`src/rtl/key_schedule_iter_pkg.sv`:
```
// Shared AES constants and helpers for the iterative key-schedule engine.
package key_schedule_iter_pkg;

  localparam int WORD_W = 32;
  localparam int RK_W   = 128;

  localparam logic [1:0] KEY_LEN_128 = 2'b00;
  localparam logic [1:0] KEY_LEN_192 = 2'b01;
  localparam logic [1:0] KEY_LEN_256 = 2'b10;

  localparam logic [7:0] RCON_INIT = 8'h01;

  typedef logic [WORD_W-1:0] word_t;

  // The reserved encoding 11 falls through to the AES-128 values.
  function automatic logic [3:0] getNk(input logic [1:0] keyLen);
    case (keyLen)
      KEY_LEN_192: getNk = 4'd6;
      KEY_LEN_256: getNk = 4'd8;
      default:     getNk = 4'd4;
    endcase
  endfunction

  function automatic logic [3:0] getNr(input logic [1:0] keyLen);
    case (keyLen)
      KEY_LEN_192: getNr = 4'd12;
      KEY_LEN_256: getNr = 4'd14;
      default:     getNr = 4'd10;
    endcase
  endfunction

  function automatic logic [7:0] xtime(input logic [7:0] b);
    xtime = {b[6:0], 1'b0} ^ (b[7] ? 8'h1b : 8'h00);
  endfunction

endpackage

```
`src/rtl/key_schedule_iter_subbytes.sv`:
```
// AES SubBytes over NUMBYTES parallel lanes; each S-box is the GF(2^8)
// inverse (computed as x^254) followed by the AES affine transform.
module key_schedule_iter_subbytes
  import key_schedule_iter_pkg::*;
#(
  parameter int NUMBYTES = 4
) (
  input  logic [8*NUMBYTES-1:0] i_data,
  output logic [8*NUMBYTES-1:0] o_data
);

  function automatic logic [7:0] gfMul(input logic [7:0] a, input logic [7:0] b);
    logic [7:0] p;
    logic [7:0] aa;
    p  = 8'h00;
    aa = a;
    for (int k = 0; k < 8; k++) begin
      if (b[k]) p = p ^ aa;
      aa = xtime(aa);
    end
    gfMul = p;
  endfunction

  function automatic logic [7:0] sbox(input logic [7:0] x);
    logic [7:0] x2, x3, x6, x12, x15, x30, x60, x120, x240, x252, inv;
    x2   = gfMul(x, x);
    x3   = gfMul(x2, x);
    x6   = gfMul(x3, x3);
    x12  = gfMul(x6, x6);
    x15  = gfMul(x12, x3);
    x30  = gfMul(x15, x15);
    x60  = gfMul(x30, x30);
    x120 = gfMul(x60, x60);
    x240 = gfMul(x120, x120);
    x252 = gfMul(x240, x12);
    inv  = gfMul(x252, x2);
    sbox = inv ^ {inv[6:0], inv[7]} ^ {inv[5:0], inv[7:6]}
               ^ {inv[4:0], inv[7:5]} ^ {inv[3:0], inv[7:4]} ^ 8'h63;
  endfunction

  for (genvar g = 0; g < NUMBYTES; g++) begin : g_lane
    assign o_data[8*g +: 8] = sbox(i_data[8*g +: 8]);
  end

endmodule

```
`src/rtl/key_schedule_iter.sv`:
```
// Iterative AES-128/192/256 key schedule: one 32-bit word per clock,
// round keys streamed over valid/ready with a 4-word collector.
module key_schedule_iter
  import key_schedule_iter_pkg::*;
#(
  parameter int MAX_KEY_BITS = 256,
  parameter int ROUND_W      = 4
) (
  input  logic                    clk,
  input  logic                    rst_n,
  input  logic                    i_start,
  input  logic [1:0]              i_key_len,
  input  logic [MAX_KEY_BITS-1:0] i_key_in,
  output logic                    o_busy,
  output logic                    o_rk_valid,
  input  logic                    i_rk_ready,
  output logic [RK_W-1:0]         o_rk_data,
  output logic [ROUND_W-1:0]      o_rk_round,
  output logic                    o_rk_last,
  output logic                    o_done
);

  localparam logic [1:0] ST_IDLE  = 2'd0;
  localparam logic [1:0] ST_GEN   = 2'd1;
  localparam logic [1:0] ST_DRAIN = 2'd2;

  logic [1:0]         r_state;
  logic [3:0]         r_nk;
  logic [3:0]         r_nr;
  word_t              r_keyWords [0:7];
  word_t              r_window   [0:7];
  word_t              r_coll     [0:2];
  logic [5:0]         r_wordIdx;
  logic [2:0]         r_modCnt;
  logic [1:0]         r_collCnt;
  logic [ROUND_W-1:0] r_roundCnt;
  logic [7:0]         r_rcon;
  logic               r_rkValid;
  logic [RK_W-1:0]    r_rkData;
  logic [ROUND_W-1:0] r_rkRound;
  logic               r_rkLast;
  logic               r_done;

  logic       w_hs;
  logic       w_collFull;
  logic       w_gen;
  logic       w_isKeyWord;
  logic       w_lastWord;
  logic       w_modWrap;
  logic [2:0] w_backIdx;
  word_t      w_prev;
  word_t      w_back;
  word_t      w_rot;
  word_t      w_subIn;
  word_t      w_sub;
  word_t      w_t;
  word_t      w_new;

  assign w_hs        = r_rkValid & i_rk_ready;
  assign w_collFull  = (r_collCnt == 2'd3);
  // Generation stalls only when the 4th word would have nowhere to go.
  assign w_gen       = (r_state == ST_GEN) && (!w_collFull || !r_rkValid || i_rk_ready);
  assign w_isKeyWord = (r_wordIdx < {2'b00, r_nk});
  assign w_lastWord  = (r_wordIdx == {r_nr, 2'b11});
  assign w_modWrap   = (r_modCnt == 3'(r_nk - 4'd1));
  assign w_backIdx   = 3'(4'd8 - r_nk);
  assign w_prev      = r_window[7];
  assign w_back      = r_window[w_backIdx];
  assign w_rot       = {w_prev[23:0], w_prev[31:24]};
  assign w_subIn     = (r_modCnt == 3'd0) ? w_rot : w_prev;

  key_schedule_iter_subbytes #(
    .NUMBYTES(4)
  ) u_subBytes (
    .i_data(w_subIn),
    .o_data(w_sub)
  );

  always_comb begin
    w_t = w_prev;
    if (r_modCnt == 3'd0) w_t = w_sub ^ {r_rcon, 24'h000000};
    else if (r_nk == 4'd8 && r_modCnt == 3'd4) w_t = w_sub;
    w_new = w_isKeyWord ? r_keyWords[r_wordIdx[2:0]] : (w_back ^ w_t);
  end

  always_ff @(posedge clk or negedge rst_n) begin
    if (!rst_n) begin
      r_state    <= ST_IDLE;
      r_nk       <= 4'd0;
      r_nr       <= 4'd0;
      r_wordIdx  <= 6'd0;
      r_modCnt   <= 3'd0;
      r_collCnt  <= 2'd0;
      r_roundCnt <= '0;
      r_rcon     <= RCON_INIT;
      r_rkValid  <= 1'b0;
      r_rkData   <= '0;
      r_rkRound  <= '0;
      r_rkLast   <= 1'b0;
      r_done     <= 1'b0;
      for (int k = 0; k < 8; k++) begin
        r_keyWords[k] <= '0;
        r_window[k]   <= '0;
      end
      for (int k = 0; k < 3; k++) r_coll[k] <= '0;
    end else begin
      r_done <= 1'b0;
      if (w_hs) r_rkValid <= 1'b0;
      case (r_state)
        ST_IDLE: begin
          if (i_start) begin
            r_state    <= ST_GEN;
            r_nk       <= getNk(i_key_len);
            r_nr       <= getNr(i_key_len);
            r_wordIdx  <= 6'd0;
            r_modCnt   <= 3'd0;
            r_collCnt  <= 2'd0;
            r_roundCnt <= '0;
            r_rcon     <= RCON_INIT;
            for (int k = 0; k < 8; k++)
              r_keyWords[k] <= i_key_in[MAX_KEY_BITS-1-32*k -: 32];
          end
        end
        ST_GEN: begin
          if (w_gen) begin
            for (int k = 0; k < 7; k++) r_window[k] <= r_window[k+1];
            r_window[7] <= w_new;
            r_coll[0]   <= r_coll[1];
            r_coll[1]   <= r_coll[2];
            r_coll[2]   <= w_new;
            r_wordIdx   <= r_wordIdx + 6'd1;
            r_modCnt    <= w_modWrap ? 3'd0 : r_modCnt + 3'd1;
            if (!w_isKeyWord && r_modCnt == 3'd0) r_rcon <= xtime(r_rcon);
            if (w_collFull) begin
              r_rkValid  <= 1'b1;
              r_rkData   <= {r_coll[0], r_coll[1], r_coll[2], w_new};
              r_rkRound  <= r_roundCnt;
              r_rkLast   <= (r_roundCnt == ROUND_W'(r_nr));
              r_roundCnt <= r_roundCnt + ROUND_W'(1);
              r_collCnt  <= 2'd0;
            end else begin
              r_collCnt  <= r_collCnt + 2'd1;
            end
            if (w_lastWord) r_state <= ST_DRAIN;
          end
        end
        ST_DRAIN: begin
          if (w_hs && r_rkLast) begin
            r_state <= ST_IDLE;
            r_done  <= 1'b1;
          end
        end
        default: r_state <= ST_IDLE;
      endcase
    end
  end

  assign o_busy     = (r_state != ST_IDLE);
  assign o_rk_valid = r_rkValid;
  assign o_rk_data  = r_rkData;
  assign o_rk_round = r_rkRound;
  assign o_rk_last  = r_rkLast;
  assign o_done     = r_done;

endmodule

```
`config.mk`:
```
export PLATFORM = sky130hd
export DESIGN_NAME = key_schedule_iter
export DESIGN_NICKNAME = d
export VERILOG_FILES = /design/src/rtl/key_schedule_iter_pkg.sv /design/src/rtl/key_schedule_iter_subbytes.sv /design/src/rtl/key_schedule_iter.sv
export SDC_FILE = /design/constraint.sdc
export NUM_CORES = 2
export LEC_CHECK = 0
export CAP_MARGIN = 20
export CELL_PAD_IN_SITES_DETAIL_PLACEMENT = 0
export CELL_PAD_IN_SITES_GLOBAL_PLACEMENT = 1
export CORE_MARGIN = 2
export CORE_UTILIZATION = 50
export CTS_CLUSTER_SIZE = 28
export DETAILED_ROUTE_END_ITERATION = 7
export HOLD_SLACK_MARGIN = 0.08
export PLACE_DENSITY_LB_ADDON = 0.05
export SYNTH_ARGS = -nofsm -noshare
export SYNTH_HDL_FRONTEND = slang
export SYNTH_HIERARCHICAL = 1
export SYNTH_SLANG_ARGS = --single-unit
```
`constraint.sdc`:
```
create_clock -name clk -period 47.2 [get_ports clk]
set_input_delay 4.72 -clock clk [delete_from_list [all_inputs] [get_ports clk]]
set_output_delay 4.72 -clock clk [all_outputs]
set_load 0.01 [all_outputs]
```
### Word level (Yosys, flattened, before mapping)

Index checks and enable logic that the tools add are counted.

| cells by class | value |
|---|---|
| add/sub/neg operators | 6 |
| magnitude comparators | 3 |
| equal/unequal tests | 16 |
| muxes and demuxes | 703 |
| bitwise operators | 642 |
| reduce and logical (&&, ||, !) cells | 20 |

Operator list:

| operator | count |
|---|---|
| 8-bit bitwise XOR | 632 |
| 8-bit two-way mux | 355 |
| 5-bit two-way mux | 309 |
| 32-bit two-way mux | 8 |
| 32-bit binary-select mux with 3-bit select | 2 |
| 32-bit bitwise XOR | 2 |
| 4-bit NOT | 4 |
| 4-bit case mux with 2 select lines | 2 |
| 8-bit case mux with 2 select lines | 1 |
| 2-bit two-way mux | 7 |
| 4-bit two-way mux | 3 |
| 6-bit two-way mux | 2 |
| 3-bit case mux with 2 select lines | 2 |
| 6-bit case mux with 2 select lines | 1 |
| 4-bit AND reduction | 3 |
| 2-bit != test (second input constant) | 5 |
| 3-bit two-way mux | 3 |
| 4-bit >= comparator (second input constant) | 2 |
| 3-bit NOT with 4-bit output | 2 |
| 8-bit by 5-bit bitwise XOR with 8-bit output | 1 |
| 6-bit by 1-bit adder with 6-bit output (second input constant) | 1 |
| 2-bit == test (second input constant) | 3 |
| 6-bit == test | 1 |
| 6-bit by 4-bit < comparator with 1-bit output | 1 |
| other kinds (23) | 38 |

| word-level totals | value |
|---|---|
| register bits after elaboration | 680 |
| input port bits | 262 |
| output and inout bits | 136 |
| logic and storage cells | 1419 |

### Logic depth before layout (Yosys ltp)

| depth | value |
|---|---|
| depth after elaboration | 187 |
| depth in mapped cells | 89 |
| gate-level depth less buffers | 76 |

### Modules after synthesis

Netlist, hierarchy kept.

Modules (own cells, without submodules):

| module | instances | cells an instance | area an instance (um^2) | seq. area each (um^2) |
|---|---|---|---|---|
| key_schedule_iter_subbytes | 1 | 5842 | 45483.6 | 0.0 |
| key_schedule_iter | 1 | 3335 | 30130.1 | 16967.5 |

### Worst setup path after synthesis

Ideal clock, no wire load.

| timing path | value |
|---|---|
| path kind | register -> register |
| start | register r_modCnt[0] |
| end | register r_rkData[4], in the netlist o_rk_data[4] |
| library setup time | 0.131 ns |
| arrival | 20.342 ns |
| required time | 47.069 ns |
| setup slack | 26.727 ns |
| stages on the path, launching flop included | 86 |
| buffers on the path | 13 |
| period minus slack after synthesis | 20.473 ns |
| cells stage by stage | dfrtp_1 -> inv_1 -> ha_1 -> buf_2 -> nor2b_1 -> buf_2 -> buf_2 -> buf_1 -> nand2_1 -> nand2_1 -> buf_2 -> buf_2 -> buf_1 -> a22oi_1 -> xor2_1 -> xnor3_1 -> xnor2_1 -> nand2_1 -> [... 50 more ...] -> xnor3_1 -> nor2_1 -> xnor3_1 -> xnor2_1 -> xnor2_1 -> buf_2 -> xor2_2 -> xnor2_1 -> nand2_1 -> xnor3_1 -> xnor3_1 -> xnor2_2 -> xnor3_1 -> xnor2_1 -> a21boi_0 -> or3_1 -> a31oi_1 -> o21ai_1 |

| on the way | value |
|---|---|
| cells in the longest elaborated chain, start to end | 179 |
| elaborated cells between the ends (all ways) | 332 |
| classes of those cells | eq/ne: 1; mux: 169; bitwise: 160; reduce/logical: 2 |

Ends and longest elaborated chain:

| what | line | RTL |
|---|---|---|
| from (decl) | key_schedule_iter.sv:34 | `logic [2:0] r_modCnt;` |
| from (signal assigned) | key_schedule_iter.sv:132 | `r_modCnt <= w_modWrap ? 3'd0 : r_modCnt + 3'd1;` |
| 3-bit zero test (*) | key_schedule_iter.sv:70 | `assign w_subIn = (r_modCnt == 3'd0) ? w_rot : w_prev;` |
| 32-bit two-way mux (*) | key_schedule_iter.sv:70 |  |
| via w_subIn[6] | key_schedule_iter.sv:54 | `word_t w_subIn;` |
| 8-bit bitwise XOR / 8-bit two-way mux (equally long branches) | key_schedule_iter_pkg.sv:33, key_schedule_iter_subbytes.sv:18 |  |
| 8-bit bitwise XOR | key_schedule_iter_subbytes.sv:18 | `if (b[k]) p = p ^ aa;` |
| 8-bit two-way mux | key_schedule_iter_subbytes.sv:18 |  |
| 8-bit bitwise XOR | key_schedule_iter_subbytes.sv:18 |  |
| 8-bit two-way mux | key_schedule_iter_subbytes.sv:18 |  |
| [... 164 more ...] | n/a |  |
| 8-bit bitwise XOR (2 in a row) | key_schedule_iter_subbytes.sv:37 | `sbox = inv ^ {inv[6:0], inv[7]} ^ {inv[5:0], inv[7:6]}` |
| 8-bit bitwise XOR | key_schedule_iter_subbytes.sv:38 | `^ {inv[4:0], inv[7:5]} ^ {inv[3:0], inv[7:4]} ^ 8'h63;` |
| 8-bit bitwise XOR (*) | key_schedule_iter_subbytes.sv:38 |  |
| via w_sub[4] | key_schedule_iter.sv:55 | `word_t w_sub;` |
| 32-bit two-way mux / 32-bit bitwise XOR (equally long branches) | key_schedule_iter.sv:82, key_schedule_iter.sv:81 |  |
| 32-bit two-way mux (*) | key_schedule_iter.sv:81 | `if (r_modCnt == 3'd0) w_t = w_sub ^ {r_rcon, 24'h000000};` |
| 32-bit bitwise XOR (*) | key_schedule_iter.sv:83 | `w_new = w_isKeyWord ? r_keyWords[r_wordIdx[2:0]] : (w_back ^ w_t);` |
| 32-bit two-way mux (*) | key_schedule_iter.sv:83 |  |
| to (signal assigned) | key_schedule_iter.sv:136 | `r_rkData <= {r_coll[0], r_coll[1], r_coll[2], w_new};` |
| to (decl) | key_schedule_iter.sv:39 | `logic [RK_W-1:0] r_rkData;` |

The timed path passes the listed nets; every way through them passes the cells marked *.
A chain may end at the register's enable or synchronous reset.

### Worst setup path in the final report

| timing path | value |
|---|---|
| start | register r_modCnt[0] |
| end | register r_rkData[4], in the netlist o_rk_data[4] |

| on the way | value |
|---|---|
| cells in the longest elaborated chain, start to end | 179 |
| elaborated cells between the ends (all ways) | 332 |
| classes of those cells | eq/ne: 1; mux: 169; bitwise: 160; reduce/logical: 2 |

Ends and longest elaborated chain:

| what | line |
|---|---|
| 3-bit zero test (*) | key_schedule_iter.sv:70 |
| 32-bit two-way mux (*) | key_schedule_iter.sv:70 |
| via w_subIn[0] | key_schedule_iter.sv:54 |
| 8-bit two-way mux | key_schedule_iter_subbytes.sv:18 |
| 8-bit bitwise XOR | key_schedule_iter_subbytes.sv:18 |
| 8-bit two-way mux | key_schedule_iter_subbytes.sv:18 |
| 8-bit bitwise XOR | key_schedule_iter_subbytes.sv:18 |
| 8-bit two-way mux | key_schedule_iter_subbytes.sv:18 |
| [... 164 more ...] | n/a |
| 8-bit bitwise XOR (2 in a row) | key_schedule_iter_subbytes.sv:37 |
| 8-bit bitwise XOR | key_schedule_iter_subbytes.sv:38 |
| 8-bit bitwise XOR (*) | key_schedule_iter_subbytes.sv:38 |
| via w_sub[4] | key_schedule_iter.sv:55 |
| 32-bit two-way mux / 32-bit bitwise XOR (equally long branches) | key_schedule_iter.sv:82, key_schedule_iter.sv:81 |
| 32-bit two-way mux (*) | key_schedule_iter.sv:81 |
| 32-bit bitwise XOR (*) | key_schedule_iter.sv:83 |
| 32-bit two-way mux (*) | key_schedule_iter.sv:83 |

Marked as above.

==> impl_metrics.env <==
export IMPL_post_syn_nets=9479
export IMPL_ctsRootBufferMaster="sky130_fd_sc_hd__clkbuf_16"
export IMPL_final_hold_viol_count=0
export IMPL_die_area_um2=154000
export IMPL_buffer_ports_inserted=397
export IMPL_synth_yosys_warnings=6
export IMPL_layout_min_cycle_time_ns=25.67
export IMPL_synth_most_common_cell="sky130_fd_sc_hd__nand2_1"
export IMPL_post_detailed_route_wirelength_per_cell_um=20.5
export IMPL_yosys_cell_types_count=133
export IMPL_synthArstFlopShare_pct=100
export IMPL_chipWidth_um=393
export IMPL_dr_total_vias=64600
export IMPL_headroom_to_the_max_slew_limit_pct=18.4
export IMPL_detail_route_first_pass_iterations=5
export IMPL_main_combinational_cell_family_by_area_after_synthesis="XOR/XNOR gates"
export IMPL_skew_ns=0.0225
export IMPL_grtUsageTotal_pct=29.5
export IMPL_timing_critical_path_fanout_max=51
export IMPL_sequential_fraction_of_the_synthesis_area_pct=22.4
export IMPL_grt_pass1_wl_um=363000
export IMPL_dp_final_hpwl_um=167000
export IMPL_grt_pass1_vias=61238
export IMPL_synth_xor_area_share_pct=31.1
export IMPL_run_status="complete, no violations"
export IMPL_timing_critical_path_required_ns=47.68
export IMPL_timing_setup_tns_ns=0
export IMPL_synth_compound_area_share_pct=11.7
export IMPL_place_congestion=0.885
export IMPL_grt_start_max_net_pins=229
export IMPL_arrival_ns=26.16
export IMPL_fmax_ghz=0.0390
export IMPL_area_delta_synth_final_pct=9.80
export IMPL_mean_syn_cell_area_um2=8.24
export IMPL_worst_path_most_repeated_cell="sky130_fd_sc_hd__xnor2_1"
export IMPL_synth_edff_count=0
export IMPL_vias_per_cell=5.71
export IMPL_initial_core_util_pct=50.4
export IMPL_fp_row_count=142
export IMPL_synthTopCellsByCount="sky130_fd_sc_hd__nand2_1 (2546), sky130_fd_sc_hd__xnor2_1 (1086), sky130_fd_sc_hd__nor2_1 (757)"
export IMPL_grt_overflow_total=0
export IMPL_cts_tree="done"
export IMPL_cap_violations=0
export IMPL_worst_pin_slew_ns=1.22
export IMPL_setup_viol=0
export IMPL_yosys_most_used_dff="sky130_fd_sc_hd__dfrtp_1"
export IMPL_unrepaired_setup_endpoints_after_global_routing="no"
export IMPL_report_final_slew_viol_count=0
export IMPL_cts_hold_repair_buffers=0
export IMPL_core_area_um2=150000
export IMPL_cts_setup_buffers=0
export IMPL_ant_nets=0
export IMPL_io_pins=398
export IMPL_layout_filler_cells=14082
export IMPL_worst_setup_hold_path_clk_slew_ns=0.07
export IMPL_layout_nets=9534
export IMPL_hp_class="reg -> reg"
export IMPL_post_synthesis_sequential_element_count=678
export IMPL_die_h_um=393
export IMPL_max_clock_path_buffers=3
export IMPL_post_synth_instance_area_um2=75600
export IMPL_synth_largest_area_cell="sky130_fd_sc_hd__dfrtp_1"
export IMPL_yosys_area_share_simple_pct=22.8
export IMPL_clock_insertion_delay_worst_skew_ns=0.66
export IMPL_setup_worst_path_class="reg -> reg"
export IMPL_drt_first_iter_violations=5468
export IMPL_synth_top_area_share_pct=22.4
export IMPL_cts_max_level=3
export IMPL_worstSetupEndpointType="flop"
export IMPL_finalWirelength_um=232000
export IMPL_synthCells=9177
export IMPL_ys_top_cells_by_area="sky130_fd_sc_hd__dfrtp_1 (22%), sky130_fd_sc_hd__nand2_1 (13%), sky130_fd_sc_hd__xnor2_1 (13%)"
export IMPL_post_synth_fa_ha_maj_area_fraction_pct=0.662
export IMPL_numCtsBuffers=69
export IMPL_clock_sinks=678
export IMPL_critical_path_slowest_cell="sky130_fd_sc_hd__xnor3_1"
export IMPL_worst_setup_path_start_kind="flop"
export IMPL_antenna_violations_before_repair=24
export IMPL_drc_errors=0
export IMPL_timing_critical_path_slowest_cell_delay_ns=0.80
export IMPL_timing_final_crit_share_pct=54.4
export IMPL_synth_mux_area_share_pct=6.60
export IMPL_final_layout_size_suffix_gt1_share_pct=7.87
export IMPL_post_cts_resized=0
## cells in the final DEF (no fill, tap or decap), types with 45 or more instances in the layout
master,synthesis,routed
sky130_fd_sc_hd__nor3_1,139,139
sky130_fd_sc_hd__clkdlybuf4s50_1,0,396
sky130_fd_sc_hd__mux2_2,56,56
sky130_fd_sc_hd__xor2_1,346,344
sky130_fd_sc_hd__mux4_2,83,83
sky130_fd_sc_hd__a21oi_1,261,261
sky130_fd_sc_hd__o22ai_1,74,74
sky130_fd_sc_hd__xnor2_1,1086,1075
sky130_fd_sc_hd__a31oi_1,63,63
sky130_fd_sc_hd__clkbuf_16,0,69
sky130_fd_sc_hd__or3_1,62,62
sky130_fd_sc_hd__and3_1,55,54
sky130_fd_sc_hd__o211ai_1,61,61
sky130_fd_sc_hd__nor2_1,757,757
sky130_fd_sc_hd__mux2i_1,235,235
sky130_fd_sc_hd__nand2_1,2546,2543
sky130_fd_sc_hd__xnor3_1,302,302
sky130_fd_sc_hd__dfrtp_1,677,674
sky130_fd_sc_hd__nand3_1,131,131
sky130_fd_sc_hd__xnor2_2,84,95
sky130_fd_sc_hd__and2_1,54,53
sky130_fd_sc_hd__o21ai_0,254,253
sky130_fd_sc_hd__a211oi_1,47,47
sky130_fd_sc_hd__buf_4,55,183
sky130_fd_sc_hd__nor2b_1,59,58
sky130_fd_sc_hd__o31ai_1,45,45
sky130_fd_sc_hd__o21ai_1,69,69
sky130_fd_sc_hd__xor3_1,48,48
sky130_fd_sc_hd__nand2b_1,73,72
sky130_fd_sc_hd__inv_1,108,108
## routing by layer
layer  GRT usage (%)  routed length (um)  part of all wire (%)  vias up
met5               0                  73                 0.032        -
li1                -                   -                     -    31047
met3            3.70               12900                   5.6      261
met4            8.07                6010                   2.6       12
met1            42.2              105000                    45    31394
met2            46.8              107000                    46     1886
## sequential cells by signal, summed over array words and instances, names as in the netlist
signal,flops
r_keyWords,256
r_window,160
o_rk_data,128
r_coll,96
r_rcon,8
r_wordIdx,6
o_rk_round,4
r_roundCnt,4
r_modCnt,3
r_nk,3
r_nr,3
r_collCnt,2
r_state,2
o_done,1
o_rk_last,1
o_rk_valid,1
## worst paths after layout
| check | from | end | slack, ns | depth (start not counted) |
|---|---|---|---|---|
| max | r_modCnt[0] | o_rk_data[4] | 21.53 | 72 |
| min | r_window[154] | r_window[186] | 0.45 | 2 |
| max reg2reg | r_modCnt[0] | o_rk_data[4] | 21.53 | 72 |
| min reg2reg | r_window[154] | r_window[186] | 0.45 | 2 |
| max in group asynchronous | rst_n | r_window[203] | 40.88 | 3 |
| min in group asynchronous | rst_n | r_keyWords[223] | 4.07 | 1 |
## layout make-up
type | instances | area, um^2 | area share, %
Inverter | 128 | 480 | 0.579
Multi-Input combinational cell | 7770 | 55300 | 66.6
Tap cell | 2016 | 2520 | 3.04
Timing Repair Buffer | 585 | 5460 | 6.58
Clock inverter | 32 | 375 | 0.452
Antenna cell | 10 | 25.0 | 0.0301
Sequential cell | 678 | 17000 | 20.4
Clock buffer | 93 | 1920 | 2.31
## worst max-delay path: cells and delay by family (launching register included)
| family | cells | cell delay [ns] |
|---|---|---|
| XOR/XNOR | 34 | 14.49 |
| adder cells (fa/ha/maj) | 7 | 3.35 |
| AND/OR/NAND/NOR | 9 | 2.25 |
| AO/OA/AOI/OAI | 11 | 2.19 |
| buffers and inverters | 6 | 1.91 |
| multiplexers | 5 | 0.85 |
| flip-flops | 1 | 0.39 |
## stage by stage
| step | instance area (um^2) | instances | hold slack [ns] | worst slack (ns) | utilization (%) |
|---|---|---|---|---|---|
| CTS | 82900 | 11296 | 0.444 | 21.62 | 55.3 |
| floorplan | 75600 | 9177 | 0.438 | 26.73 | - |
| global placement | 80600 | 11170 | 0.447 | 21.95 | 53.8 |
| global route | 83000 | 11309 | 0.486 | 19.53 | 55.4 |
| finish | 83000 | 11312 | 0.450 | 21.53 | 55.4 |
| detailed placement | 80600 | 11171 | 0.451 | 21.76 | 53.8 |
## logic make-up after synthesis
group	Yosys count
buf+inv	729
flops	678
mux	381
fa+ha+maj	40
xor+xnor	1944
compound gates	1319
simple gates	4086
Power is left out: the tool's default activity adds up to more than one toggle a clock period on the data nets, which glitch-free logic cannot reach.
